==> config.mk <==
export PLATFORM = sky130hd
export DESIGN_NAME = mul_unit_flat
export DESIGN_NICKNAME = d
export VERILOG_FILES = /design/src/rtl/mul_unit_pkg.sv /design/src/rtl/mul_unit_if.sv /design/src/rtl/mul_operand_cond.sv /design/src/rtl/mul_unit.sv /design/src/flat_wrapper.sv
export SDC_FILE = /design/constraint.sdc
export NUM_CORES = 1
export LEC_CHECK = 0
export BUFFER_PORTS_ARGS = -buffer_cell sky130_fd_sc_hd__clkbuf_2
export CORE_ASPECT_RATIO = 0.9
export CORE_UTILIZATION = 40
export DETAILED_ROUTE_END_ITERATION = 6
export PLACE_DENSITY = 0.62
export REMOVE_ABC_BUFFERS = 1
export SKIP_CTS_REPAIR_TIMING = 1
export SYNTH_ARGS = -nofsm -noshare
export SYNTH_HDL_FRONTEND = slang
export SYNTH_SLANG_ARGS = --single-unit
export TNS_END_PERCENT = 50
==> constraint.sdc <==
create_clock -name clk -period 4.25 [get_ports clk]
set_input_delay 0.2125 -clock clk [delete_from_list [all_inputs] [get_ports clk]]
set_output_delay 0.2125 -clock clk [all_outputs]
set_load 0.05 [all_outputs]
==> src/rtl/mul_unit_pkg.sv <==
// Shared encodings for the multiply/divide unit: mul_op codes, FSM states, operand sign rules.
// XLEN defaults to 32 unless the build defines the XLEN macro.
`ifndef XLEN
`define XLEN 32
`endif

package mul_unit_pkg;

    localparam int XLEN_DEFAULT = `XLEN;

    typedef enum logic [1:0] {
        MUL_OP_MUL    = 2'b00,
        MUL_OP_MULH   = 2'b01,
        MUL_OP_MULHSU = 2'b10,
        MUL_OP_MULHU  = 2'b11
    } mul_op_e;

    typedef enum logic [1:0] {
        ST_IDLE    = 2'b00,
        ST_COMPUTE = 2'b01,
        ST_DONE    = 2'b10
    } mul_state_e;

    function automatic logic mcand_is_signed(input mul_op_e op);
        return (op == MUL_OP_MULH) || (op == MUL_OP_MULHSU);
    endfunction

    function automatic logic mplier_is_signed(input mul_op_e op);
        return (op == MUL_OP_MULH);
    endfunction

endpackage

==> src/rtl/mul_unit_if.sv <==
// start/busy/ready handshake bundle between EX-stage control (master) and mul_unit (slave).
interface mul_unit_if #(
    parameter int XLEN = 32
);
    logic            start;
    logic [1:0]      mul_op;
    logic            is_word_op;
    logic [XLEN-1:0] multiplicand;
    logic [XLEN-1:0] multiplier;
    logic [XLEN-1:0] result;
    logic            busy;
    logic            ready;

    modport master (
        output start, mul_op, is_word_op, multiplicand, multiplier,
        input  result, busy, ready
    );

    modport slave (
        input  start, mul_op, is_word_op, multiplicand, multiplier,
        output result, busy, ready
    );
endinterface

==> src/rtl/mul_operand_cond.sv <==
// Conditions one multiply operand: W-bit magnitude, sign (when treated as signed) and zero flag.
// word_sel selects the 32-bit MULW view of a 64-bit operand.
module mul_operand_cond #(
    parameter int XLEN = 32
) (
    input  logic [XLEN-1:0] operand,
    input  logic            is_signed,
    input  logic            word_sel,
    output logic [XLEN-1:0] mag,
    output logic            neg,
    output logic            zero
);

    logic [31:0] low_word;

    assign low_word = operand[31:0];

    // The most-negative value negates to itself, which is its correct unsigned magnitude.
    always_comb begin
        mag  = '0;
        neg  = 1'b0;
        zero = 1'b0;
        if (word_sel) begin
            neg       = is_signed & low_word[31];
            mag[31:0] = neg ? (32'd0 - low_word) : low_word;
            zero      = (low_word == 32'd0);
        end else begin
            neg  = is_signed & operand[XLEN-1];
            mag  = neg ? (-operand) : operand;
            zero = (operand == '0);
        end
    end

endmodule

==> src/rtl/mul_unit.sv <==
// mul_unit: one-bit-per-cycle shift-add multiplier for MUL/MULH/MULHSU/MULHU and RV64 MULW.
// Define MUL_EARLY_OUT_EN to finish requests with a zero operand in one cycle.
//
// state      | meaning
// IDLE       | waiting for start; operands captured on accept
// COMPUTE    | one multiplier bit consumed per cycle
// DONE       | sign fixup, result slice registered, ready pulsed
module mul_unit
    import mul_unit_pkg::*;
#(
    parameter int XLEN = XLEN_DEFAULT
) (
    input logic       clk,
    input logic       reset_n,
    mul_unit_if.slave bus
);

`ifdef MUL_EARLY_OUT_EN
    localparam bit EARLY_OUT = 1'b1;
`else
    localparam bit EARLY_OUT = 1'b0;
`endif

    localparam logic [6:0] N_FULL = 7'(XLEN);
    localparam logic [6:0] N_WORD = 7'd32;

    mul_state_e        state;
    mul_state_e        state_next;
    mul_op_e           op_in;
    mul_op_e           op_reg;
    logic              word_sel;
    logic              word_reg;
    logic              mcand_sgn;
    logic              mplier_sgn;
    logic [XLEN-1:0]   mcand_mag;
    logic [XLEN-1:0]   mplier_mag;
    logic              mcand_neg;
    logic              mplier_neg;
    logic              mcand_zero;
    logic              mplier_zero;
    logic              early_out;
    logic [XLEN-1:0]   mcand_reg;
    logic [XLEN-1:0]   mplier_reg;
    logic              neg_reg;
    logic [2*XLEN-1:0] acc;
    logic [2*XLEN-1:0] acc_step;
    logic [XLEN:0]     sum_hi;
    logic [2*XLEN-1:0] prod_mag;
    logic [2*XLEN-1:0] prod;
    logic [6:0]        count;
    logic [6:0]        n_target;
    logic [XLEN-1:0]   result_next;
    logic [XLEN-1:0]   result_reg;
    logic              ready_reg;

    assign op_in      = mul_op_e'(bus.mul_op);
    assign word_sel   = (XLEN == 64) && bus.is_word_op;
    assign mcand_sgn  = mcand_is_signed(op_in);
    assign mplier_sgn = mplier_is_signed(op_in);

    mul_operand_cond #(.XLEN(XLEN)) u_mcand_cond (
        .operand   (bus.multiplicand),
        .is_signed (mcand_sgn),
        .word_sel  (word_sel),
        .mag       (mcand_mag),
        .neg       (mcand_neg),
        .zero      (mcand_zero)
    );

    mul_operand_cond #(.XLEN(XLEN)) u_mplier_cond (
        .operand   (bus.multiplier),
        .is_signed (mplier_sgn),
        .word_sel  (word_sel),
        .mag       (mplier_mag),
        .neg       (mplier_neg),
        .zero      (mplier_zero)
    );

    assign early_out = EARLY_OUT && (mcand_zero || mplier_zero);
    assign n_target  = word_reg ? N_WORD : N_FULL;

    assign sum_hi   = {1'b0, acc[2*XLEN-1:XLEN]} + (mplier_reg[0] ? {1'b0, mcand_reg} : '0);
    assign acc_step = {sum_hi, acc[XLEN-1:1]};

    // A 32-step word multiply leaves its product XLEN-32 bits above the LSB of acc.
    assign prod_mag = word_reg ? (acc >> (XLEN - 32)) : acc;
    assign prod     = neg_reg ? (-prod_mag) : prod_mag;

    always_comb begin
        result_next = '0;
        if (word_reg) begin
            result_next       = {XLEN{prod[31]}};
            result_next[31:0] = prod[31:0];
        end else if (op_reg == MUL_OP_MUL) begin
            result_next = prod[XLEN-1:0];
        end else begin
            result_next = prod[2*XLEN-1:XLEN];
        end
    end

    always_comb begin
        state_next = state;
        case (state)
            ST_IDLE: begin
                if (bus.start) begin
                    state_next = early_out ? ST_DONE : ST_COMPUTE;
                end
            end
            ST_COMPUTE: begin
                if ((count + 7'd1) == n_target) begin
                    state_next = ST_DONE;
                end
            end
            ST_DONE:  state_next = ST_IDLE;
            default:  state_next = ST_IDLE;
        endcase
    end

    always_ff @(posedge clk) begin
        if (!reset_n) begin
            state <= ST_IDLE;
        end else begin
            state <= state_next;
        end
    end

    always_ff @(posedge clk) begin
        if (!reset_n) begin
            op_reg     <= MUL_OP_MUL;
            word_reg   <= 1'b0;
            mcand_reg  <= '0;
            mplier_reg <= '0;
            neg_reg    <= 1'b0;
            acc        <= '0;
            count      <= '0;
            result_reg <= '0;
            ready_reg  <= 1'b0;
        end else begin
            case (state)
                ST_IDLE: begin
                    ready_reg <= 1'b0;
                    if (bus.start) begin
                        op_reg     <= op_in;
                        word_reg   <= word_sel;
                        mcand_reg  <= mcand_mag;
                        mplier_reg <= mplier_mag;
                        neg_reg    <= mcand_neg ^ mplier_neg;
                        acc        <= '0;
                        count      <= '0;
                    end
                end
                ST_COMPUTE: begin
                    acc        <= acc_step;
                    mplier_reg <= mplier_reg >> 1;
                    count      <= count + 7'd1;
                end
                ST_DONE: begin
                    result_reg <= result_next;
                    ready_reg  <= 1'b1;
                end
                default: begin
                    ready_reg <= 1'b0;
                end
            endcase
        end
    end

    assign bus.busy   = (state != ST_IDLE);
    assign bus.result = result_reg;
    assign bus.ready  = ready_reg;

endmodule

==> src/flat_wrapper.sv <==
// flat-port wrapper written by rule: the top's interface ports become plain ports
module mul_unit_flat import mul_unit_pkg::*;
#(
    parameter int XLEN = XLEN_DEFAULT
)
  (clk, reset_n, bus_start, bus_mul_op, bus_is_word_op, bus_multiplicand, bus_multiplier, bus_result, bus_busy, bus_ready);
  mul_unit_if #(.XLEN(XLEN)) bus_i ();
  input logic clk;
  input logic reset_n;
  input wire logic [$bits(bus_i.start)-1:0] bus_start;
  input wire logic [$bits(bus_i.mul_op)-1:0] bus_mul_op;
  input wire logic [$bits(bus_i.is_word_op)-1:0] bus_is_word_op;
  input wire logic [$bits(bus_i.multiplicand)-1:0] bus_multiplicand;
  input wire logic [$bits(bus_i.multiplier)-1:0] bus_multiplier;
  output wire logic [$bits(bus_i.result)-1:0] bus_result;
  output wire logic [$bits(bus_i.busy)-1:0] bus_busy;
  output wire logic [$bits(bus_i.ready)-1:0] bus_ready;
  assign bus_i.start = bus_start;
  assign bus_i.mul_op = bus_mul_op;
  assign bus_i.is_word_op = bus_is_word_op;
  assign bus_i.multiplicand = bus_multiplicand;
  assign bus_i.multiplier = bus_multiplier;
  assign bus_result = bus_i.result;
  assign bus_busy = bus_i.busy;
  assign bus_ready = bus_i.ready;
  mul_unit #(.XLEN(XLEN)) u_core (.clk(clk), .reset_n(reset_n), .bus(bus_i));
endmodule
* Yosys cells after proc, flatten, opt, wreduce, memory -nomap -nowiden
Cells that the tools add are included.
Widths: inputs -> output; s select.
** Cells by class
- Add/sub/neg operators :: 5
- Eq/ne operators :: 7
- Muxes and demuxes :: 15
- Bitwise operators :: 3
- Reduce and logical (&&, ||, !) cells :: 8
** Operators with widths (count)
- $mux 32 :: 5
- $mux 64 :: 2
- $pmux 64 s2 :: 1
- $neg 32->32 :: 2
- $neg 64->64 :: 1
- $pmux 32 s2 :: 1
- $add 32x33->33 :: 1
- $pmux 7 s2 :: 1
- $add 7x1->7 const B :: 1
- $eq 7x6->1 const B :: 1
- $mux 7 :: 1
- $reduce_and 2->1 :: 3
- $eq 2x1->1 const B :: 2
- $eq 2x2->1 const B :: 2
- $logic_not 2->1 :: 2
- $mux 2 :: 2
- $pmux 2 s2 :: 1
- $reduce_bool 2->1 :: 2
- $and 1x1->1 :: 2
- $ne 2x1->1 const B :: 1
- $ne 2x2->1 const B :: 1
- $pmux 1 s2 :: 1
- $logic_or 1x1->1 :: 1
- $xor 1x1->1 :: 1
** Storage, ports and cells
- Input bits :: 70
- Bits in registers :: 173
- Output and inout port bits :: 34

* Longest topological paths before layout
Gate-level depths: netlist of run 1.
- Depth after elaboration :: 5
- Gate-level depth with buffers :: 13

* Cells and area by module
A second synthesis of run 1 with hierarchy kept.
** Second synthesis, totals
- Cells, all modules :: 1493
- Area total of the unflattened synthesis :: 11685.0 um^2
** Modules (own cells, without submodules)
- mul_unit :: instances 1, area an instance 10128.5 um^2, cells an instance 1287, seq. area each 3463.3 um^2
- mul_operand_cond :: instances 2, area an instance 778.2 um^2, cells an instance 103, seq. area each 0.0 um^2

* Least setup slack after synthesis of run 1
OpenSTA, ideal clock, no wires.
- Path type :: register to register
- From :: reg u_core.mplier_reg[0]
- To :: reg u_core.acc[61]
- Period minus slack after synthesis :: 2.985 ns
- Required time :: 4.130 ns
- Stages on the path, launching flop included :: 14
- Slack :: 1.265 ns
- Arrival time :: 2.866 ns
- Setup time :: 0.120 ns
- Path through :: dfxtp_1 -> clkbuf_1 -> and2_1 -> ha_1 -> inv_1 -> fa_1 -> nor2b_1 -> o2111ai_1 -> a311oi_1 -> nor2_1 -> o31a_1 -> a31oi_1 -> nor4_1 -> a211o_1
** On the way
- Word-level cells in the longest chain between the ends :: 3
** RTL lines
- from (decl) :: line mul_unit.sv:43 : logic [XLEN-1:0] mplier_reg;
- from (signal assigned) :: line mul_unit.sv:146 : mplier_reg <= mplier_mag;
- from (signal assigned) :: line mul_unit.sv:154 : mplier_reg <= mplier_reg >> 1;
- $mux 32 :: line mul_unit.sv:82 : assign sum_hi = {1'b0, acc[2*XLEN-1:XLEN]} + (mplier_reg[0] ? {1'b0, mcand_reg} : '0);
- $add 32x33->33 :: line mul_unit.sv:82
- $pmux 64 s2 :: line mul_unit.sv:139 : case (state)
- to (signal assigned) :: line mul_unit.sv:153 : acc <= acc_step;
- to (decl) :: line mul_unit.sv:45 : logic [2*XLEN-1:0] acc;
Every way passes these cells.
A chain may end at the register's enable or synchronous reset.

* Final worst setup path of run 1
- From :: reg u_core.acc[32]
- To :: reg u_core.acc[61]
** On the way
- Word-level cells in the longest chain between the ends :: 2
** RTL lines (line)
- $add 32x33->33 :: mul_unit.sv:82
- $pmux 64 s2 :: mul_unit.sv:139
Every way passes these cells.

==> results summary, run 1 <==
The global-route wire length before repair came out at 49.63 mm. The library cells used most frequently in the layout, excluding fill and tap cells, are nand2_1, dfxtp_1, o21ai_0, clkbuf_2, a21oi_1. The via count of the first global-routing pass is 9376. At the placement stage, the worst setup path has a slack of 1.123 ns. The total area inside the core boundary comes to 27030 um^2. The highest achievable clock rate came out at ~320 MHz. Setup repair after global routing left no endpoint under its margin.

The top-level port count came out at 104. The number of diodes came out at 0. The count of filler cells inserted in the layout came out at 2728. The clock passes through at most 2 buffers. The total count of hold-check failures in the final report is 0.

The number of pins exceeding their max-slew limit in the final report came out at 0. During synthesis, Yosys emitted a total of 0 warnings. Data on the critical path is required at its endpoint by 4.58 ns. The level count of the clock H-tree is 4. The relative slew slack is 0.2802. The total detailed-routing wirelength came out at between 30 and 40 mm. The number of antenna-violating nets in the routed design came out at 0.

The critical path starts at u_core.acc[32]. The global-route total usage across every layer is 0.2191. The layout overhead on the synthesized area came out at 12.30%. The fraction of layout cells with a size suffix above 1 is 0.1259. The area of the die is 28160 um^2.

Clock latency on the worst-skew pair, taken at its later pin, is around 0.44 ns. The routability congestion estimate from global placement is 0.9171. The flop-to-flop setup slack is 1.09 ns. The total standard cell area after synthesis came out at 11000 um^2. For this run, global-route usage on met1 was measured as 0.3224. STA classifies the critical path endpoint as a flip-flop. After detailed routing, the number of vias per cell comes to roughly 5.7. Counting tap cells, the placed design contains a total of between 1500 and 2000 instances. The worst-case IR drop observed on VDD is roughly 0.28 mV. In this run the worst hold path is classified as in2reg. After floorplanning, the core was divided into 57 placement rows. The number of distinct library cells after synthesis came out at 71. In the post-route analysis, the smallest setup slack over all paths is ~1.1 ns. The die span in x came out at 176.8 um. The total global routing overflow came out at 0. For met2 alone, demand over resource in global routing was 0.3253. Detailed placement finished with a half-perimeter wire length of 22.10 mm. Setup violations remaining at the end of the flow were counted as 0. The height of the chip is 159.3 um. The clock net in this run drives a total of 173 sinks.

The startpoint of the worst register-to-register path is u_core.acc[32]. In this run the static leakage power is 5.286 nW. The number of synthesized flops with an enable pin came out at 0. After synthesis, the mean cell area works out to between 7 and 8 um^2. The worst setup path is launched from a flip-flop. Leaving out fill and tap cells, the most frequent cell in the layout is nand2_1. Adding up every negative setup slack in the final design gives 0 ns. The endpoint arrival time on the critical path is roughly 3.5 ns. In the synthesized netlist the dominant register cell turns out to be dfxtp_1.

The detailed router placed 10360 vias in this run. The final routed wire length divided by cell count came out at 16.80 um. The flip-flop count of the largest register, all copies and words added came out at 64. The worst slack on hold paths is 0.04614 ns. The clock skew is between 0.01 and 0.015 ns.

The flow ran to the end, and the final reports show no timing, DRC or antenna violations. In this run the clock root is driven by a clkbuf_16. For this design the ratio of total power to cell area is 305.3 nW/um^2.

The effective utilization at floorplan came out at 0.4069. For met3 alone, demand over resource in global routing was 0.03223. The layer flagged by global routing as most heavily used is met2. The reported max-cap violation count came out at 0. The first detailed-routing pass ran for 5 iterations.

The quantity of I/O buffers inserted on ports came out at 102. The peak fanout along the critical path is 5. The async set-or-reset flop fraction in the synthesized netlist is 0.

The number of cells in the finished layout apart from fillers is roughly 1800. u_core.acc holds more flip-flops than any other register. The number of antenna violations at the first check in global routing is 0. The clock period minus final worst setup slack is 3.159 ns. The transition time at the pin with the least slew margin is 1.080 ns. Entering global routing, the biggest net connects 85 pins. By startpoint and endpoint, the worst setup path is classified as reg2reg. The DRC violation total after the first TritonRoute iteration is roughly 750. At the end of the flow, the number of nets in the layout was 1556. The sequential-to-total area share from yosys stat came out at 0.3149. The post-CTS clock slew at the launch and capture registers of the worst setup and hold paths is 0.07 ns. The total DRC errors in the routed layout came out at 0.

Dividing the final minimum period by the clock period gives 0.7433. The number of clock buffers added by TritonCTS is 17. The final design utilization came out at 0.4569.

The TritonCTS clock tree is built. The worst hold path startpoint is bus_multiplicand[31]. Synthesis produced roughly 1400 cells. The total of flip-flops plus latches after synthesis is approximately 170.
## layout make-up
| cell class | instances | area, um^2 | share of cell area |
|---|---|---|---|
| Multi-Input combinational cell | 1107 | 7112 | 0.5758 |
| Sequential cell | 173 | 3465 | 0.2805 |
| Timing Repair Buffer | 120 | 645.6 | 0.05227 |
| Clock buffer | 20 | 466.7 | 0.03779 |
| Tap cell | 354 | 442.9 | 0.03586 |
| Clock inverter | 12 | 110.1 | 0.008915 |
| Inverter | 29 | 108.9 | 0.008814 |
## per-layer routing
layer / routed length [um] / part of all wire
met2: 12920 / 0.42
met5: 0 / 0
met3: 1691 / 0.055
met4: 599 / 0.020
met1: 15290 / 0.50
## final timing paths
path | endpoint | cells after the start
setup reg to reg | u_core.acc[61] | 11
hold / removal | u_core.mcand_reg[31] | 3
hold reg to reg | u_core.bus.result[9] | 2
setup / recovery | u_core.acc[61] | 11
## per-stage QoR
step | area (um^2) | total power, mW
global placement | 11770 | 2.246
CTS | 12350 | 3.799
floorplan | 10660 | 2.065
global route | 12350 | 3.930
finish | 12350 | 3.770
detailed placement | 11770 | 2.254
## critical path, stage by stage, from the launching register on
cell and delay, ns:
dfxtp_1 0.47, ha_1 0.22, inv_1 0.06, fa_1 0.37
nor2b_1 0.22, o2111ai_1 0.15, a311oi_1 0.45, nor2_1 0.18
o31a_1 0.37, a31oi_1 0.24, nor4_1 0.07, a211o_1 0.26
## kinds of logic (layout without fill, tap and decap cells)
| family | Yosys count | after routing | share of synthesized area |
|---|---|---|---|
| fa+ha+maj | 38 | 38 | 0.04391 |
| mux | 8 | 8 | 0.008532 |
| simple gates | 485 | 485 | 0.2202 |
| flops | 173 | 173 | 0.3149 |
| compound gates | 457 | 457 | 0.2772 |
| xor+xnor | 119 | 119 | 0.09477 |
| buf+inv | 115 | 181 | 0.04039 |
## synth_stat cells, types with 4 or more instances
master	number	share of area
nand3_1	46	0.021
inv_1	28	0.0096
o21bai_1	7	0.0048
clkbuf_1	77	0.026
or4_1	10	0.0068
a31oi_1	20	0.011
nand4_1	9	0.0051
a21o_1	21	0.014
a221oi_1	10	0.0080
dfxtp_1	173	0.31
xor2_1	66	0.053
nor3_1	25	0.011
buf_1	6	0.0020
a41oi_1	4	0.0032
o22ai_1	4	0.0023
nor4_2	4	0.0046
or3_1	21	0.012
nand2_1	176	0.060
o31ai_1	25	0.017
a22oi_1	17	0.012
nor2_1	80	0.027
o41ai_1	11	0.0088
xnor2_1	53	0.042
ha_1	37	0.042
o211ai_1	13	0.0089
nor4_1	11	0.0063
a311oi_1	4	0.0032
a21oi_1	100	0.046
and3_1	12	0.0068
o21a_1	4	0.0027
o221ai_1	5	0.0040
and2_1	42	0.024
nor2b_1	14	0.0080
o211a_1	21	0.019
mux2i_1	6	0.0055
a32o_1	4	0.0036
a22o_1	37	0.029
or2_2	7	0.0040
nand2b_1	9	0.0051
a21boi_0	15	0.010
o21ai_0	112	0.051
## power breakdown
group / internal [mW] / total [mW] / switching [mW] / leakage (nW)
logic: 0.185 / 0.496 / 0.311 / 3.59
clock network: 0.858 / 1.55 / 0.692 / 0.287
registers: 1.68 / 1.72 / 0.0448 / 1.41
Note: power is estimated with default switching activity, not from simulation.
==> inputs of run 2 (changes only) <==
Clock period 4.25 ns to 3.2 ns, I/O delays scaled along.
==> run 2 against run 1 <==
  * The flow now finishes with violations (hold timing)
  * Sequential share of layout area decreased by 0.47 points
  * Cell count rose by 1.1%
  * Critical path depth down 3
  * Final area grew 1.7%
  * Non-clock buffer count is 20 higher
  * Clock skew increased by 0.0021 ns
  * Critical path type unchanged
  * Critical endpoint is now u_core.bus.result[30]
  * Largest cell class unchanged
==> results summary, run 2 (synthesized netlist as in run 1, its figures left out) <==
The number of diodes is 0 (unchanged). The number of clock sinks came to 173 (unchanged). The clock latency on the worst-skew pair is 0.43 ns (was 0.44 ns). The die span in x came to 176.8 um (unchanged).

The total count of hold-check failures in the final report was 1 (was 0). The largest register by flop count is u_core.acc (unchanged). The category of the critical setup timing path is reg2reg (unchanged). The number of pins exceeding their max-slew limit in the final report is 0 (unchanged). The share of the clock period used by the worst path is 0.9531 (was 0.7433). The top-level port count is 104 (unchanged). The highest achievable clock rate came to 327.9 MHz (was 316.6 MHz). The worst slack at placement came out at 0.1678 ns (was 1.123 ns).

The highest-delay cell along the critical path was or4_4 (was dfxtp_1). The number of vias per cell was 5.645 (was 5.709). The final layout net count is 1576 (was 1556).

The largest net degree at the start of global routing came out at 75 (was 85). The total DRC errors in the routed layout is 0 (unchanged). The relative slew slack came out at 0.4014 (was 0.2802). The post-CTS clock slew at the launch and capture registers of the worst setup and hold paths came to 0.07 ns (about the same). RSZ-0062 raised after global routing: true (was false).

Result of the run: complete, but fails checks (was complete, no violations). The number of placed instances, taps included is 1803 (was 1783). The core area was 27030 um^2 (unchanged).

The startpoint of the worst register-to-register path is u_core.acc[10] (was u_core.acc[32]). The total detailed-routing wirelength is 30.89 mm (was 30.50 mm). The endpoint of the worst register-to-register path was u_core.bus.result[30] (was u_core.acc[61]).

The quantity of I/O buffers inserted on ports came out at 102 (unchanged). The area of the die is 28160 um^2 (unchanged). The layout overhead on the synthesized area is 14.21% (was 12.30%). The most frequent standard cell in the layout excluding fill and tap cells is nand2_1 (unchanged).

The required time reported for the critical path endpoint came out at 3.51 ns (was 4.58 ns). The clock skew is 0.01247 ns (was 0.01038 ns). The routability congestion estimate from global placement came out at 0.9096 (was 0.9171). The worst hold path startpoint is bus_multiplicand[31] (unchanged). The fraction of layout cells with a size suffix above 1 is 0.1371 (was 0.1259). The delay of the slowest critical-path stage came out at 0.58 ns (was 0.47 ns). The total power divided by cell area was 403.0 nW/um^2 (was 305.3 nW/um^2). The cell depth of the worst min-delay path came out at 3 (unchanged). The effective utilization at floorplan is 0.4069 (unchanged). Highest-count cells in the layout ignoring fill and taps: nand2_1, dfxtp_1, o21ai_0, clkbuf_2, a21oi_1 (unchanged). The clock period minus final worst setup slack was 3.050 ns (was 3.159 ns). The detailed placer's ending HPWL came out at 22.73 mm (was 22.10 mm). The length of the first detailed-routing pass in iterations came to 7 (was 5). The global-route total usage across every layer is 0.2203 (was 0.2191).

The leakage power summed over all cells is 5.402 nW (was 5.286 nW). The height of the chip is 159.3 um (unchanged). The peak fanout along the critical path is 7 (was 5). The TritonCTS clock tree is built (unchanged). The number of cells in the finished layout apart from fillers is 1835 (was 1815). The global-route wire length before repair came to 49.99 mm (was 49.63 mm).

The flop-to-flop setup slack came out at 0.15 ns (was 1.09 ns). The number of buffers created by CTS came to 17 (unchanged). The DRC violation total after the first TritonRoute iteration came to 895 (was 751).

The maximum VDD drop came out at 0.3689 mV (was 0.2829 mV). The transition time at the pin with the least slew margin was 0.8980 ns (was 1.080 ns). The kind of start point of the critical path is a flip-flop (unchanged). The total vias in the final route came out at 10360 (about the same). The number of placement rows is 57 (unchanged). The number of antenna-violating nets in the routed design came out at 0 (unchanged). The least setup slack across all paths after layout is 0.1501 ns (was 1.091 ns). The via count of the first global-routing pass was 9392 (was 9376). The flip-flop count of the largest register, all copies and words added is 64 (unchanged).

The checks that failed: hold timing. The class of the most critical hold timing path was in2reg (unchanged). Crit path cell chain: or3_4 -> or4b_4 -> or4_4 -> nand4bb_4 -> nor4_2 -> mux2_1 -> a21oi_1 -> o21ai_1 (was ha_1 -> inv_1 -> fa_1 -> nor2b_1 -> o2111ai_1 -> a311oi_1 -> nor2_1 -> o31a_1 -> a31oi_1 -> nor4_1 -> a211o_1). The number of antenna violations at the first check in global routing came out at 0 (unchanged). The library cell used as clock root buffer was clkbuf_16 (unchanged). The worst slack on hold paths came out at -0.005714 ns (was 0.04614 ns). The maximum clock path buffer count came out at 2 (unchanged). The endpoint arrival time on the critical path is 3.36 ns (was 3.49 ns). The length in cells of the worst reg-to-reg path was 8 (was 11).

The terminating pin of the worst hold path was u_core.mcand_reg[31] (unchanged). The reported max-cap violation count is 0 (unchanged). The final routed wire length divided by cell count was 16.83 um (was 16.80 um). The final count of negative-setup-slack endpoints came to 0 (unchanged). The level count of the clock H-tree is 4 (unchanged). The setup TNS is 0 ns (unchanged). The total global routing overflow is 0 (unchanged).

The type of element capturing the critical path is a flip-flop (unchanged). The total chip power is 5.062 mW (was 3.770 mW).
run 2: cell count changes in the layout (fill, tap and decap cells not counted), moves of 2 or more:
cell / change
clkinv_2: -2
nor4_4: +2
clkbuf_1: +4
clkinv_4: -3
clkinvlp_4: +2
buf_12: +2
buf_4: +18
nor4_2: -2
run 2: power breakdown:
part	internal (mW)	leakage [nW]	switching, mW
sequential	2.23	1.41	0.0600
combinational	0.259	3.72	0.416
clock	1.20	0.274	0.902
total	3.68	5.40	1.38
run 2: cell type report:
type / instances / area (um^2)
clock buffer: 23 / 467.9
tap: 354 / 442.9
clock inverter: 9 / 110.1
sequential: 173 / 3465
fill: 2701 / 14470
multi-input combinational: 1107 / 7146
timing repair buffer: 140 / 820.8
inverter: 29 / 108.9
run 2: worst max-delay path, delay by kind of cell, from the launching register on:
| family | cells | cell delay (ns) |
|---|---|---|
| DFF | 1 | 0.36 |
| muxes | 1 | 0.34 |
| AOI/OAI and AO/OA | 2 | 0.23 |
| and+or+nand+nor | 5 | 1.99 |
run 2: through the flow:
step                cell area (um^2)  utilization
floorplan                      10660            -
global placement               11950       0.4421
detailed placement             11950       0.4421
CTS                            12530       0.4635
global route                   12560       0.4647
finish                         12560       0.4647
run 2: routing by layer:
layer	track usage	share of wire
met1	0.3346	0.51
met2	0.3201	0.43
met3	0.03032	0.051
met4	0.06113	0.016
met5	0	0
run 2: worst max path at each step:
stage | startpoint | end | slack, ns | cells past startpoint
2_1_floorplan | u_core.state[1] | u_core.acc[60] | -1.54 | 5
3_3_place_gp | u_core.mplier_reg[0] | u_core.acc[61] | 0.22 | 12
3_5_place_dp | u_core.mplier_reg[0] | u_core.acc[61] | 0.17 | 12
4_1_cts | u_core.mplier_reg[0] | u_core.acc[61] | 0.12 | 12
5_1_grt | u_core.mplier_reg[0] | u_core.acc[59] | -0.03 | 12
6_report | u_core.acc[10] | u_core.bus.result[30] | 0.15 | 8
